`config.mk`:
```
export PLATFORM = sky130hd
export DESIGN_NAME = cpu_clock_ctrl
export DESIGN_NICKNAME = d
export VERILOG_FILES = /design/src/rtl/cpu_clock_ctrl.sv
export SDC_FILE = /design/constraint.sdc
export NUM_CORES = 1
export LEC_CHECK = 0
export BUFFER_PORTS_ARGS = -buffer_cell sky130_fd_sc_hd__buf_2
export CAP_MARGIN = 25
export CELL_PAD_IN_SITES_DETAIL_PLACEMENT = 0
export CELL_PAD_IN_SITES_GLOBAL_PLACEMENT = 1
export CORE_MARGIN = 10
export CORE_UTILIZATION = 43
export CTS_CLUSTER_DIAMETER = 150
export DETAILED_ROUTE_END_ITERATION = 10
export PLACE_DENSITY_LB_ADDON = 0.25
export SYNTH_ARGS = -nofsm -noshare
export SYNTH_HDL_FRONTEND = slang
export SYNTH_SLANG_ARGS = --single-unit
```
`constraint.sdc`:
```
create_clock -name CLOCK_50 -period 1.84 [get_ports CLOCK_50]
set_input_delay 0.368 -clock CLOCK_50 [delete_from_list [all_inputs] [get_ports CLOCK_50]]
set_output_delay 0.368 -clock CLOCK_50 [all_outputs]
set_load 0.03 [all_outputs]
```
`src/rtl/cpu_clock_ctrl.sv`:
```
`default_nettype none
// ============================================================================
// Module   : cpu_clock_ctrl
// Purpose  : Run/halt/single-step clock controller for the 8-bit computer.
//            Turns the board push-buttons and the CPU halt request into a
//            one-cycle CPU clock-enable pulse, either at a divided rate
//            (slow or fast) while running, or one pulse per step press.
//
// Ports    : CLOCK_50   in   board clock, all logic on its rising edge
//            reset      in   synchronous, active-high
//            key_run    in   raw button, press toggles run/halt
//            key_step   in   raw button, press gives one step while halted
//            key_speed  in   raw button, press toggles slow/fast
//            halt_req   in   level halt request from the CPU HLT decode
//            cpu_ce     out  registered one-cycle clock-enable to the CPU
//            running    out  registered, high while in RUNNING
//            fast       out  registered speed mode (1 = DIV_FAST)
//            ce_led     out  registered, toggles on every cpu_ce
//            cyc_count  out  number of cpu_ce pulses since reset (wraps)
//
// Config   : CPU_CLOCK_CTRL_DEBOUNCE_EN - when defined, each key has a
//            DEBOUNCE_CYCLES debouncer; when undefined the debouncers are
//            removed and the synchronizer output is used directly.
//
// Revision : 1.0 - initial release
// ============================================================================
module cpu_clock_ctrl #(
    parameter int unsigned DEBOUNCE_CYCLES = 16,
    parameter int unsigned DIV_WIDTH       = 16,
    parameter int unsigned DIV_SLOW        = 50000,
    parameter int unsigned DIV_FAST        = 50,
    parameter int unsigned CYC_WIDTH       = 16
) (
    input  logic                 CLOCK_50,
    input  logic                 reset,
    input  logic                 key_run,
    input  logic                 key_step,
    input  logic                 key_speed,
    input  logic                 halt_req,
    output logic                 cpu_ce,
    output logic                 running,
    output logic                 fast,
    output logic                 ce_led,
    output logic [CYC_WIDTH-1:0] cyc_count
);

    localparam logic [1:0] S_HALTED  = 2'd0;
    localparam logic [1:0] S_RUNNING = 2'd1;
    localparam logic [1:0] S_STEP    = 2'd2;

    localparam logic [DIV_WIDTH-1:0] C_TC_SLOW = DIV_WIDTH'(DIV_SLOW - 1);
    localparam logic [DIV_WIDTH-1:0] C_TC_FAST = DIV_WIDTH'(DIV_FAST - 1);
    localparam logic [DIV_WIDTH-1:0] C_DIV_ONE = DIV_WIDTH'(1);
    localparam logic [CYC_WIDTH-1:0] C_CYC_ONE = CYC_WIDTH'(1);

`ifndef CPU_CLOCK_CTRL_DEBOUNCE_EN
    // Debounce depth has no effect when the debouncers are removed.
    localparam int unsigned C_DEBOUNCE_UNUSED = DEBOUNCE_CYCLES;
`endif

    // ------------------------------------------------------------------------
    // Key path: bit 0 = run, bit 1 = step, bit 2 = speed
    // ------------------------------------------------------------------------
    logic [2:0] w_key_raw;
    logic [2:0] w_key_press;
    logic       w_run_press;
    logic       w_step_press;
    logic       w_speed_press;

    assign w_key_raw     = {key_speed, key_step, key_run};
    assign w_run_press   = w_key_press[0];
    assign w_step_press  = w_key_press[1];
    assign w_speed_press = w_key_press[2];

    for (genvar gi = 0; gi < 3; gi++) begin : g_key
        logic sync1_q;
        logic sync2_q;
        logic stable_prev_q;
        logic press_q;
        logic w_stable;

        always_ff @(posedge CLOCK_50) begin
            if (reset) begin
                sync1_q <= 1'b0;
                sync2_q <= 1'b0;
            end else begin
                sync1_q <= w_key_raw[gi];
                sync2_q <= sync1_q;
            end
        end

`ifdef CPU_CLOCK_CTRL_DEBOUNCE_EN
        localparam int unsigned C_DB_W = $clog2(DEBOUNCE_CYCLES + 1);
        localparam logic [C_DB_W-1:0] C_DB_LAST = C_DB_W'(DEBOUNCE_CYCLES - 1);
        localparam logic [C_DB_W-1:0] C_DB_ONE  = C_DB_W'(1);

        logic [C_DB_W-1:0] db_cnt_q;
        logic [C_DB_W-1:0] db_cnt_d;
        logic              stable_q;
        logic              stable_d;

        // The counter tracks how many consecutive samples have disagreed
        // with the accepted level; any agreeing sample restarts it. The
        // DEBOUNCE_CYCLES-th disagreeing sample commits the new level.
        always_comb begin
            db_cnt_d = '0;
            stable_d = stable_q;
            if (sync2_q != stable_q) begin
                if (db_cnt_q == C_DB_LAST) begin
                    stable_d = sync2_q;
                end else begin
                    db_cnt_d = db_cnt_q + C_DB_ONE;
                end
            end
        end

        always_ff @(posedge CLOCK_50) begin
            if (reset) begin
                db_cnt_q <= '0;
                stable_q <= 1'b0;
            end else begin
                db_cnt_q <= db_cnt_d;
                stable_q <= stable_d;
            end
        end

        assign w_stable = stable_q;
`else
        assign w_stable = sync2_q;
`endif

        // Registered rising-edge detect: only a 0->1 change is a press.
        always_ff @(posedge CLOCK_50) begin
            if (reset) begin
                stable_prev_q <= 1'b0;
                press_q       <= 1'b0;
            end else begin
                stable_prev_q <= w_stable;
                press_q       <= w_stable & ~stable_prev_q;
            end
        end

        assign w_key_press[gi] = press_q;
    end

    // ------------------------------------------------------------------------
    // Run/halt/step state machine and rate divider
    // ------------------------------------------------------------------------
    logic [1:0]           state_q;
    logic [1:0]           state_d;
    logic [DIV_WIDTH-1:0] div_q;
    logic [DIV_WIDTH-1:0] div_d;
    logic                 fast_q;
    logic                 fast_d;
    logic                 ce_q;
    logic                 ce_d;
    logic                 running_q;
    logic                 led_q;
    logic [CYC_WIDTH-1:0] cyc_q;
    logic                 w_tc;

    assign w_tc = (div_q == (fast_q ? C_TC_FAST : C_TC_SLOW));

    // The divider rests at zero outside RUNNING, so entering or leaving
    // RUNNING and any speed toggle all restart a full DIV period.
    always_comb begin
        state_d = state_q;
        div_d   = '0;
        ce_d    = 1'b0;
        fast_d  = fast_q ^ w_speed_press;
        case (state_q)
            S_HALTED: begin
                if (!halt_req) begin
                    if (w_run_press) begin
                        state_d = S_RUNNING;
                    end else if (w_step_press) begin
                        state_d = S_STEP;
                        ce_d    = 1'b1;
                    end
                end
            end
            S_STEP: begin
                state_d = S_HALTED;
            end
            S_RUNNING: begin
                // Halt and run press win over the terminal count, and a
                // speed toggle restarts the period, swallowing that pulse.
                if (halt_req || w_run_press) begin
                    state_d = S_HALTED;
                end else if (w_speed_press) begin
                    div_d = '0;
                end else if (w_tc) begin
                    ce_d = 1'b1;
                end else begin
                    div_d = div_q + C_DIV_ONE;
                end
            end
            default: begin
                state_d = S_HALTED;
            end
        endcase
    end

    always_ff @(posedge CLOCK_50) begin
        if (reset) begin
            state_q   <= S_HALTED;
            div_q     <= '0;
            fast_q    <= 1'b0;
            ce_q      <= 1'b0;
            running_q <= 1'b0;
            led_q     <= 1'b0;
            cyc_q     <= '0;
        end else begin
            state_q   <= state_d;
            div_q     <= div_d;
            fast_q    <= fast_d;
            ce_q      <= ce_d;
            running_q <= (state_d == S_RUNNING);
            if (ce_q) begin
                led_q <= ~led_q;
                cyc_q <= cyc_q + C_CYC_ONE;
            end
        end
    end

    assign cpu_ce    = ce_q;
    assign running   = running_q;
    assign fast      = fast_q;
    assign ce_led    = led_q;
    assign cyc_count = cyc_q;

endmodule
`default_nettype wire
```
==> results.toml <==
[run_status]
status = "finished clean"

[placement]
pre_cts_ws_ns = 0.0498
dpl-instance-area_um2 = 2310
hpwl_mm = 2.94
io_buffers = 25
gp_congestion = 0.795

[synth]
synthArstFlopShare_pct = 0
synth_edf_count = 0
synth_top_cells_by_area = "dfxtp_1, xnor2_1, xor2_1, nor2b_1, nor3_1"
synthCells = 214
synth_area_um2 = 2030
ys.warnings.count = 0
ys_seq_area_share_pct = 49.4
synth.top_cell.area_share_pct = 49.4
yosysTopAreaCell = "dfxtp_1"
netlist-cell-type-count = 39
avgSynthCellArea_um2 = 9.47
ys_ff_latch = 50
syn_nets = 222
synthFlopType = "dfxtp_1"

[sta]
report.final.slew_viol_count = 0
clock.fmax_mhz = 584
finalHoldViolCount = 0
hold_ws_ns = 0.264
setup-violations-final = 0
rsz0062_at_grt = "true"
relSlewSlack_pct = 69.9
layout_setup_ws_ns = 0.127
tightest_slew_ns = 0.447
timing.final.crit_share_pct = 93.1
finalCriticalPeriod_ns = 1.71
finClkSkew_ns = 0.00929

[pwr]
p_sw_share_pct = 20.8
switchingPower_mw = 0.374
pwr-share-comb_pct = 2.4
power_density_nw_per_um2 = 747
power.internal_mw = 1.42
sequentialPowerShare_pct = 61.1
ir_drop_uv = 532
power.leakage_nw = 0.928
clkPwrFrac_pct = 36.5

[floorplanning]
core_area_um2 = 4440
start_util_pct = 45.6
rows = 24
dieArea_um2 = 7860
pin_count = 26
dieHeight_um = 88.6
die_w_um = 88.6

[worst_setup_path]
rrSetupSlack_ns = 0.13
required_ns = 2.06
reg2reg_depth = 4
cp.arrival_ns = 1.93
path_max_fanout = 5
crit_type = "flip-flop to flip-flop"
max_stage_delay_ns = 0.48
worstSetupEndpointType = "flip-flop"
crit_slowest_cell = "or4_1"
start_kind = "flip-flop"
path_cells = "nand4_2 > or3_4 > or4_1 > a211oi_1"

[global_routing]
gr-total-overflow = 0
antenna_found_initial = 0
grt_pass1_wl_mm = 6.89
grt.total_usage_pct = 10.9
grt_pass1_vias = 1530
grt_max_degree = 34

[detailed_routing]
met3WireLength_um = 166
avgViaCountPerCell = 5.19
drc = 0
final_antenna_net_count = 0
met2_length_mm = 1.84
via_count = 1589
routed_wirelength_mm = 3.98
firstDrtPassIters = 4
wire_per_inst_um = 13.0
drt_iter0_markers = 58
top_layer_used = "met4"
m1WireLength_mm = 1.95

[clocking]
htreeDepth = 2
clk_latency_ns = 0.30
clk_pin_slew_ns = 0.08
cts_tree = "done"
post_cts_buffers = 0
cts_made_buffers = 5
clock_path_buffers = 2
holdBufCountCts = 0
cts_num_sinks = 50
root_buffer = "clkbuf_8"

[cells_and_area]
drive_above_1_share_pct = 22.8
final_common_cell = "dfxtp_1"
final_area_um2 = 2410
final_cell_mix = "dfxtp_1, buf_2, nor2_1"
finalNetCount = 261
diodes = 0
final_core_util_pct = 54.1
area_growth_pct = 18.8

[min_path]
hold_path_class = "input pin to flip-flop"
worstHoldPathCells = 2

[flow_run]
cap_viol_max_count = 0
-- final timing paths --
kind | start | endpoint
setup / recovery | div_q[3] | div_q[15]
hold / removal | halt_req | state_q[0]
setup reg to reg | div_q[3] | div_q[15]
hold reg to reg | g_key[2].stable_prev_q | g_key[2].press_q
-- stage by stage --
stage	instances	total power, mW	TNS [ns]
floorplan	214	1.15	0
global placement	298	1.17	0
detailed placement	298	1.17	0
CTS	306	1.83	0
global route	306	1.89	-0.00418
finish	306	1.80	0
-- sequential cells by signal, summed over array words and instances (netlist names) --
signal	cells
fast	1
g_key.press_q	3
running	1
cyc_count	16
state_q	2
g_key.sync1_q	3
g_key.sync2_q	3
cpu_ce	1
div_q	16
ce_led	1
g_key.stable_prev_q	3
-- per-layer routing --
layer | GRT usage (%) | vias up
li1 | - | 837
met1 | 13.8 | 733
met2 | 17.2 | 17
met3 | 3.77 | 2
met4 | 3.08 | 0
met5 | 0 | -
-- final cells by class --
| cell class | count | area [um^2] |
|---|---|---|
| fillers | 439 | 2040 |
| flip-flops and latches | 50 | 1000 |
| multi-input cells | 152 | 992 |
| repair buffers | 39 | 230 |
| clock buffers | 7 | 86.3 |
| well taps | 52 | 65.1 |
| inverters | 5 | 18.8 |
| clock inverters | 1 | 8.76 |
-- what timing repair did --
action                                 CTS  global route
gates resized for setup                  0             4
setup endpoints to repair                0             2
endpoints found under the hold margin    0             0
-- worst max-delay path, delay by kind of cell, from the launching register on --
family          cells  cell delay (ns)
flops               1             0.38
simple gates        3             1.04
compound gates      1             0.22
-- Yosys cell counts (all sizes together) (3+ instances only) --
library cell / instances
dfxtp: 50
nor2: 18
nor2b: 15
nor3: 14
xnor2: 12
xor2: 11
nand2: 9
nand3: 9
nand4: 9
nor4: 8
and3: 5
inv: 5
or3: 5
a211oi: 4
a21oi: 4
clkbuf: 4
o21ai: 4
buf: 3
-- power by group through the flow --
stage	registers (mW)	logic [mW]	clock network [mW]
6_report	1.10	0.0434	0.655
2_1_floorplan	1.13	0.0247	0
3_3_place_gp	1.12	0.0440	0
3_5_place_dp	1.12	0.0440	0
4_1_cts	1.10	0.0442	0.692
5_1_grt	1.10	0.0503	0.737
-- cell families after synthesis --
logic type               after synthesis  share of synthesized area [%]
AND/OR/NAND/NOR                      106                           29.6
flip-flops                            50                           49.4
XOR/XNOR                              23                           9.94
AO/OA/AOI/OAI                         18                           5.93
buffers and inverters                 12                           2.29
multiplexers                           3                           1.61
adder cells (fa/ha/maj)                2                           1.24
(Power assumes the default switching activity.)
